--- config.mk ---
export PLATFORM = sky130hd
export DESIGN_NAME = npc_unit
export DESIGN_NICKNAME = d
export VERILOG_FILES = /design/src/rtl/npc_unit.sv
export SDC_FILE = /design/constraint.sdc
export NUM_CORES = 1
export LEC_CHECK = 0
export ABC_AREA = 1
export CORE_MARGIN = 3
export CORE_UTILIZATION = 40
export CTS_BUF_LIST = sky130_fd_sc_hd__clkbuf_16
export DETAILED_ROUTE_END_ITERATION = 8
export DONT_BUFFER_PORTS = 1
export PLACE_DENSITY_LB_ADDON = 0.25
export SKIP_CTS_REPAIR_TIMING = 1
export SLEW_MARGIN = 0
export SYNTH_ARGS = -nofsm -noshare
export SYNTH_HDL_FRONTEND = slang
export SYNTH_SLANG_ARGS = --single-unit
--- constraint.sdc ---
create_clock -name clk -period 5 [get_ports clk]
set_clock_uncertainty 0.15 [all_clocks]
set_input_delay 1.25 -clock clk [delete_from_list [all_inputs] [get_ports clk]]
set_output_delay 1.25 -clock clk [all_outputs]
set_load 0.02 [all_outputs]
--- src/rtl/npc_unit.sv ---
// Next-PC generator for the single-cycle MIPS core: selects among sequential, branch, jump,
// register-jump, interrupt and exception-return targets, and owns the EPC/EXL state.
module npc_unit #(
  parameter logic [31:0] RESET_VEC = 32'h0000_3000,
  parameter logic [31:0] EXC_VEC   = 32'h0000_4180
) (
  input  logic        clk,
  input  logic        rst,
  input  logic [31:0] addr,
  input  logic        stall,
  input  logic        br_taken,
  input  logic [15:0] imm16,
  input  logic        j_en,
  input  logic [25:0] instr_index,
  input  logic        jr_en,
  input  logic [31:0] rs_val,
  input  logic        irq,
  input  logic        eret,
  output logic [31:0] npc,
  output logic [31:0] pc4,
  output logic [31:0] epc,
  output logic        exl
);

  // The reset vector belongs to the PC register; it is kept here for reference only.
  logic unused_reset_vec;
  assign unused_reset_vec = ^RESET_VEC;

  logic [31:0] epc_q, epc_d;
  logic        exl_q, exl_d;
  logic        pend_valid_q, pend_valid_d;
  logic [31:0] pend_tgt_q, pend_tgt_d;

  logic [31:0] br_tgt;
  logic [31:0] j_tgt;
  logic        redir;
  logic [31:0] redir_tgt;
  logic        irq_acc;
  logic        eret_acc;

  assign pc4    = addr + 32'd4;
  assign br_tgt = pc4 + {{14{imm16[15]}}, imm16, 2'b00};
  assign j_tgt  = {pc4[31:28], instr_index, 2'b00};
  assign redir  = br_taken | j_en | jr_en;

  always_comb begin
    redir_tgt = br_tgt;
    if (jr_en) begin
      redir_tgt = rs_val;
    end else if (j_en) begin
      redir_tgt = j_tgt;
    end
  end

  assign irq_acc  = irq & ~exl_q & ~stall;
  assign eret_acc = eret & exl_q & ~stall;

  always_comb begin
    npc = pc4;
    if (irq_acc) begin
      npc = EXC_VEC;
    end else if (eret_acc) begin
      npc = epc_q;
    end else if (stall) begin
      npc = addr;
    end else if (redir) begin
      npc = redir_tgt;
    end else if (pend_valid_q) begin
      npc = pend_tgt_q;
    end
  end

  always_comb begin
    epc_d        = epc_q;
    exl_d        = exl_q;
    pend_valid_d = pend_valid_q;
    pend_tgt_d   = pend_tgt_q;
    if (irq_acc) begin
      epc_d        = addr;
      exl_d        = 1'b1;
      pend_valid_d = 1'b0;
    end else if (eret_acc) begin
      exl_d        = 1'b0;
      pend_valid_d = 1'b0;
    end else if (stall) begin
      // Latest redirect seen during a stall wins.
      if (redir) begin
        pend_valid_d = 1'b1;
        pend_tgt_d   = redir_tgt;
      end
    end else begin
      // Any unstalled cycle consumes (or supersedes) the held target.
      pend_valid_d = 1'b0;
    end
  end

  always_ff @(posedge clk) begin
    if (rst) begin
      epc_q        <= 32'd0;
      exl_q        <= 1'b0;
      pend_valid_q <= 1'b0;
      pend_tgt_q   <= 32'd0;
    end else begin
      epc_q        <= epc_d;
      exl_q        <= exl_d;
      pend_valid_q <= pend_valid_d;
      pend_tgt_q   <= pend_tgt_d;
    end
  end

  assign epc = epc_q;
  assign exl = exl_q;

endmodule

==> results of run 1 <==
==> cell families after synthesis <==
group                      after synthesis  synth area share
and+or+nand+nor                        593             0.355
AOI/OAI and AO/OA                      334             0.249
xor gates and xnor gates                35            0.0443
DFF                                     66             0.186
buffers and inverters                  180            0.0982
adders and majority gates               37            0.0664
==> through the flow <==
step                total power [uW]  TNS (ns)  instances   util  cell area, um2
floorplan                       1140     -1.39       1245      -            7390
global placement                1430    -10.94       1581  0.504            8720
detailed placement              1430    -11.41       1581  0.504            8720
CTS                             2130    -11.85       1597  0.522            9040
global route                    2470     -9.14       1628  0.623           10800
finish                          2370     -5.79       1628  0.623           10800
==> registers in the layout, summed over array words and instances (netlist names) <==
register / count
pend_valid_q: 1
epc: 32
exl: 1
pend_tgt_q: 32
==> worst paths after layout <==
| path | to | slack [ns] | cells after the start |
|---|---|---|---|
| hold / removal | pend_tgt_q[1] | 0.34 | 2 |
| setup reg to reg | epc[9] | 2.97 | 6 |
| hold reg to reg | pend_tgt_q[1] | 0.34 | 2 |
| setup / recovery | npc[15] | -0.42 | 19 |
==> layer usage <==
metal  GRT usage  up-vias  wire length, um
li1            -     4379                -
met5           0        -                0
met1       0.359     4221            12300
met3      0.0797      103             2900
met4       0.105        0             1530
met2       0.493      450            15400
==> where the power goes <==
group,internal (uW),total (uW),leakage (uW),switching [uW]
clock,436,699,0.000149,263
sequential,562,600,0.000543,38.7
combinational,452,1070,0.00415,617
total,1450,2370,0.00484,920
==> cell usage after synthesis, types with 3 or more instances <==
master,number
o21bai_1,5
nor2_1,81
nor3_1,5
inv_1,108
ha_1,36
dfxtp_1,66
nand2_1,387
o211ai_1,8
a21oi_2,3
xnor2_1,14
a21oi_1,189
or2_2,10
nor2_4,6
buf_2,9
buf_1,5
nand4_1,9
nor2_2,5
o21ai_1,9
nand2_4,3
o21ai_0,101
clkinv_1,3
nand3_1,70
a21o_1,3
clkbuf_1,42
a22oi_1,5
xor2_1,20
nand2_2,7
inv_2,10
==> critical path, stage by stage <==
cell and delay, ns:
nand2_4 0.04, nor2_4 0.19, nand2_4 0.13, nor2_4 0.16
buf_6 0.13, xor2_4 0.26, ha_4 0.26, nand2_4 0.08
buf_6 0.10, nor2_4 0.04, and2_1 0.15, nand2_1 0.08
nand2_2 0.10, xnor2_1 0.15, o21ai_1 0.20, o21ai_2 0.11
or2_1 0.27, a21oi_2 0.16, buf_6 0.15
==> cells in the final DEF, fill, tap and decap left out, types with 29 or more instances in the layout <==
cell type	netlist	layout
nand2_1	387	292
o21ai_0	101	72
dfxtp_1	66	66
nor2_1	81	52
a21oi_1	189	154
buf_4	2	173
nand3_1	70	48
inv_1	108	94
nand2_2	7	81
ha_4	0	29
==> cell type report <==
class / count / share of cell area
tap: 225 / 0.0261
clock inverter: 7 / 0.00860
antenna: 1 / 0.000232
inverter: 122 / 0.0430
multi-input combinational: 999 / 0.629
sequential: 66 / 0.123
clock buffer: 9 / 0.0209
timing repair buffer: 199 / 0.149
==> results.cfg, run 1 <==
[timing]
timing.final.crit_share = 1.08
post-route-min-period_ns = 5.42
hold_slack_ns = 0.343
tightest_slew_ns = 1.11
fmax_mhz = 184
slew_headroom = 0.257
finalSetupViolations = 24
setup_ws_ns = -0.423
slew_viol_final = 0
rsz0062_at_grt = true
hold_viol = 0

[synthesis]
ys_ff_latch = 66
ys_seq_area_frac = 0.186
async_flop_share = 0
avgSynthCellArea_um2 = 5.69
ys_warn_count = 0
synth_cell_types = 48
synth_nets = 1396
ys.flop_type = dfxtp_1
synth_area_leaders = nand2_1 20%, dfxtp_1 19%, a21oi_1 13%, o21ai_0 7.1%, ha_1 6.4%
synth_edf_count = 0
synthCells = 1245
synthesis.area_um2 = 7090
synth_top_area_share = 0.205
yosysTopAreaCell = nand2_1

[routing]
first_pass_iters = 7
drt_iter0_drc = 639
vias = 9153
drt_wl_total_um = 32100
wl_per_cell_um = 19.7
antenna_left = 0
via_per_inst = 5.62
drc = 0

[worst_hold_path]
hold_path.class = reg -> reg
min_from = pend_tgt_q[1]

[critical_path]
reg2reg_from = exl
cp.arrival_ns = 4.02
critical_path_required_ns = 3.60
cp-startpoint = addr[4]
path_class = in -> out
start_kind = input port
cp_max_fo = 6
crit_path_end_kind = output pin

[placement]
gp_congestion = 1.05
place_hpwl_um = 23300
place_ws_ns = -0.664
portBuffers = 0

[die]
die_w_um = 139
initial_core_util = 0.410
die_area_um2 = 19400
rows = 48
die_h_um = 139
core_area_um2 = 17300
io-pin-count = 211

[cts]
cts_tree = yes
cts_sinks = 66
clock_path_buffers = 2
clk_pin_slew_ns = 0.07
ctsHtreeMaxLevel = 3
worst_skew_pair.late_latency_ns = 0.34
root_buffer = clkbuf_16
cts_buffers = 9

[global_route]
grt_max_degree = 53
grt_first_pass_wirelength_um = 45300
grt_overflow = 0
grtUsageTotal = 0.293
antenna_found_initial = 1
grt_pass1_vias = 8313

[layout]
fin_nets = 1548
multi_input_area_um2 = 6780
drive_gt1_frac = 0.378
syn2layout_area_growth_pct = 52.0
num-fill-cells = 1579
seq_area_um2 = 1320

[outcome]
failed_checks = negative setup slack
status = finished, violations left

[power]
power_density_nw_per_um2 = 220
ir_drop_mv = 0.181
leakage_uw = 0.00484

[job]
drv_cap = 0
No activity file was read; power rests on OpenSTA's default activity.
==> run 2, diff against run 1 <==
--- a/config.mk
+++ b/config.mk
@@ -12,6 +12,7 @@
 export DETAILED_ROUTE_END_ITERATION = 8
 export DONT_BUFFER_PORTS = 1
 export PLACE_DENSITY_LB_ADDON = 0.25
+export SETUP_SLACK_MARGIN = 0.05
 export SKIP_CTS_REPAIR_TIMING = 1
 export SLEW_MARGIN = 0
 export SYNTH_ARGS = -nofsm -noshare
==> results.cfg, run 2 (same netlist as run 1, synthesis figures left out) <==
[cts]
root_buffer = clkbuf_16
worst_skew_pair.late_latency_ns = 0.33
cts_sinks = 66
clock_path_buffers = 2
ctsHtreeMaxLevel = 3
clk_pin_slew_ns = 0.07
cts_buffers = 9
cts_tree = yes

[critical_path]
crit_buf_inv = 2
cp_max_fo = 6
cp.arrival_ns = 4.01
critical_path_required_ns = 3.60
worstPathCellList = nand2_8 > nor2_4 > nand2_4 > nor2_4 > xor2_4 > ha_4 > a21oi_2 > buf_4 > o21bai_4 > nand3b_1 > buf_4 > nand2_1 > nand3_1 > nand3_1 > nand2_1 > nand3_1 > nand2_2 > a21oi_4
start_kind = input port
crit_path_end_kind = output pin
cp_slowest_cell = xor2_4
path_class = in -> out
crit_top_cell = nand3_1
crit_family = simple AND/OR/NAND/NOR gates
cpPeakStageDelay_ns = 0.35

[global_route]
grtUsageTotal = 0.298
grt_pass1_vias = 8311
antenna_found_initial = 0
grt_first_pass_wirelength_um = 46000
grt_overflow = 0
grt_max_degree = 49

[timing]
finalSetupViolations = 26
fmax_mhz = 185
post-route-min-period_ns = 5.41
slew_headroom = 0.218
rsz0062_at_grt = true
timing.final.crit_share = 1.08
setup_ws_ns = -0.414
hold_viol = 0
slew_viol_final = 0
tightest_slew_ns = 1.17

[routing]
first_pass_iters = 5
via_per_inst = 5.58
drt_wl_total_um = 31700
vias = 9143
antenna_left = 0
wl_per_cell_um = 19.3
drt_iter0_drc = 812
drc = 0

[die]
die_h_um = 139
io-pin-count = 211
rows = 48
core_area_um2 = 17300
die_w_um = 139
initial_core_util = 0.410
die_area_um2 = 19400

[power]
ir_drop_mv = 0.209
power_density_nw_per_um2 = 224
power_uw = 2400
leakage_uw = 0.00492

[layout]
final_common_cell = nand2_1
syn2layout_area_growth_pct = 51.2
fin_area_um2 = 10700
final_cell_mix = 291 x nand2_1, 195 x buf_4, 152 x a21oi_1
num-fill-cells = 1610
drive_gt1_frac = 0.389
fin_nets = 1559
diodes = 0

[worst_hold_path]
hold_path.class = reg -> reg

[job]
drv_cap = 0

[placement]
gp_congestion = 1.03
portBuffers = 0
post_dp_cell_area_um2 = 8820
place_hpwl_um = 23700

[outcome]
status = finished, violations left
failed_checks = negative setup slack
## run 2: where the power goes
group          internal, uW  total (uW)  switching (uW)
Clock                   487         749             262
Sequential              562         600            38.0
Combinational           447        1060             609
Total                  1500        2400             909
## run 2: worst register-to-register path: cells and delay by family (launching register included)
| kind | cells | cell delay (ns) |
|---|---|---|
| buf+inv | 4 | 1.15 |
| simple gates | 3 | 0.25 |
| flops | 1 | 0.49 |
## run 2: metrics by stage
stage,setup TNS [ns],hold slack (ns),std cells,worst slack [ns],utilization
6_report,-6.54,0.349,1638,-0.414,0.620
2_1_floorplan,-1.42,0.298,1245,-0.194,-
4_1_cts,-9.71,0.344,1604,-0.531,0.530
3_5_place_dp,-9.37,0.327,1588,-0.515,0.510
5_1_grt,-10.40,0.382,1638,-0.590,0.620
3_3_place_gp,-8.85,0.311,1588,-0.495,0.510
## run 2: final timing paths
kind	start	endpoint	slack [ns]	depth (start not counted)
min	pend_tgt_q[0]	pend_tgt_q[0]	0.35	2
max	addr[4]	npc[30]	-0.41	18
max reg2reg	exl	epc[8]	2.87	7
min reg2reg	pend_tgt_q[0]	pend_tgt_q[0]	0.35	2
## run 2: cell type report
cell class                 instances  area (um2)  share of cell area
tap                              225         282              0.0263
sequential                        66        1320               0.123
clock buffer                       9         225              0.0210
inverter                         122         465              0.0434
clock inverter                     7         119              0.0111
multi-input combinational        999        6650               0.620
timing repair buffer             210        1660               0.155
## run 2: metal layers
layer  track usage  wire, um
met1         0.381     12500
met2         0.491     15300
met3        0.0693      2750
met4         0.108      1110
met5             0         0
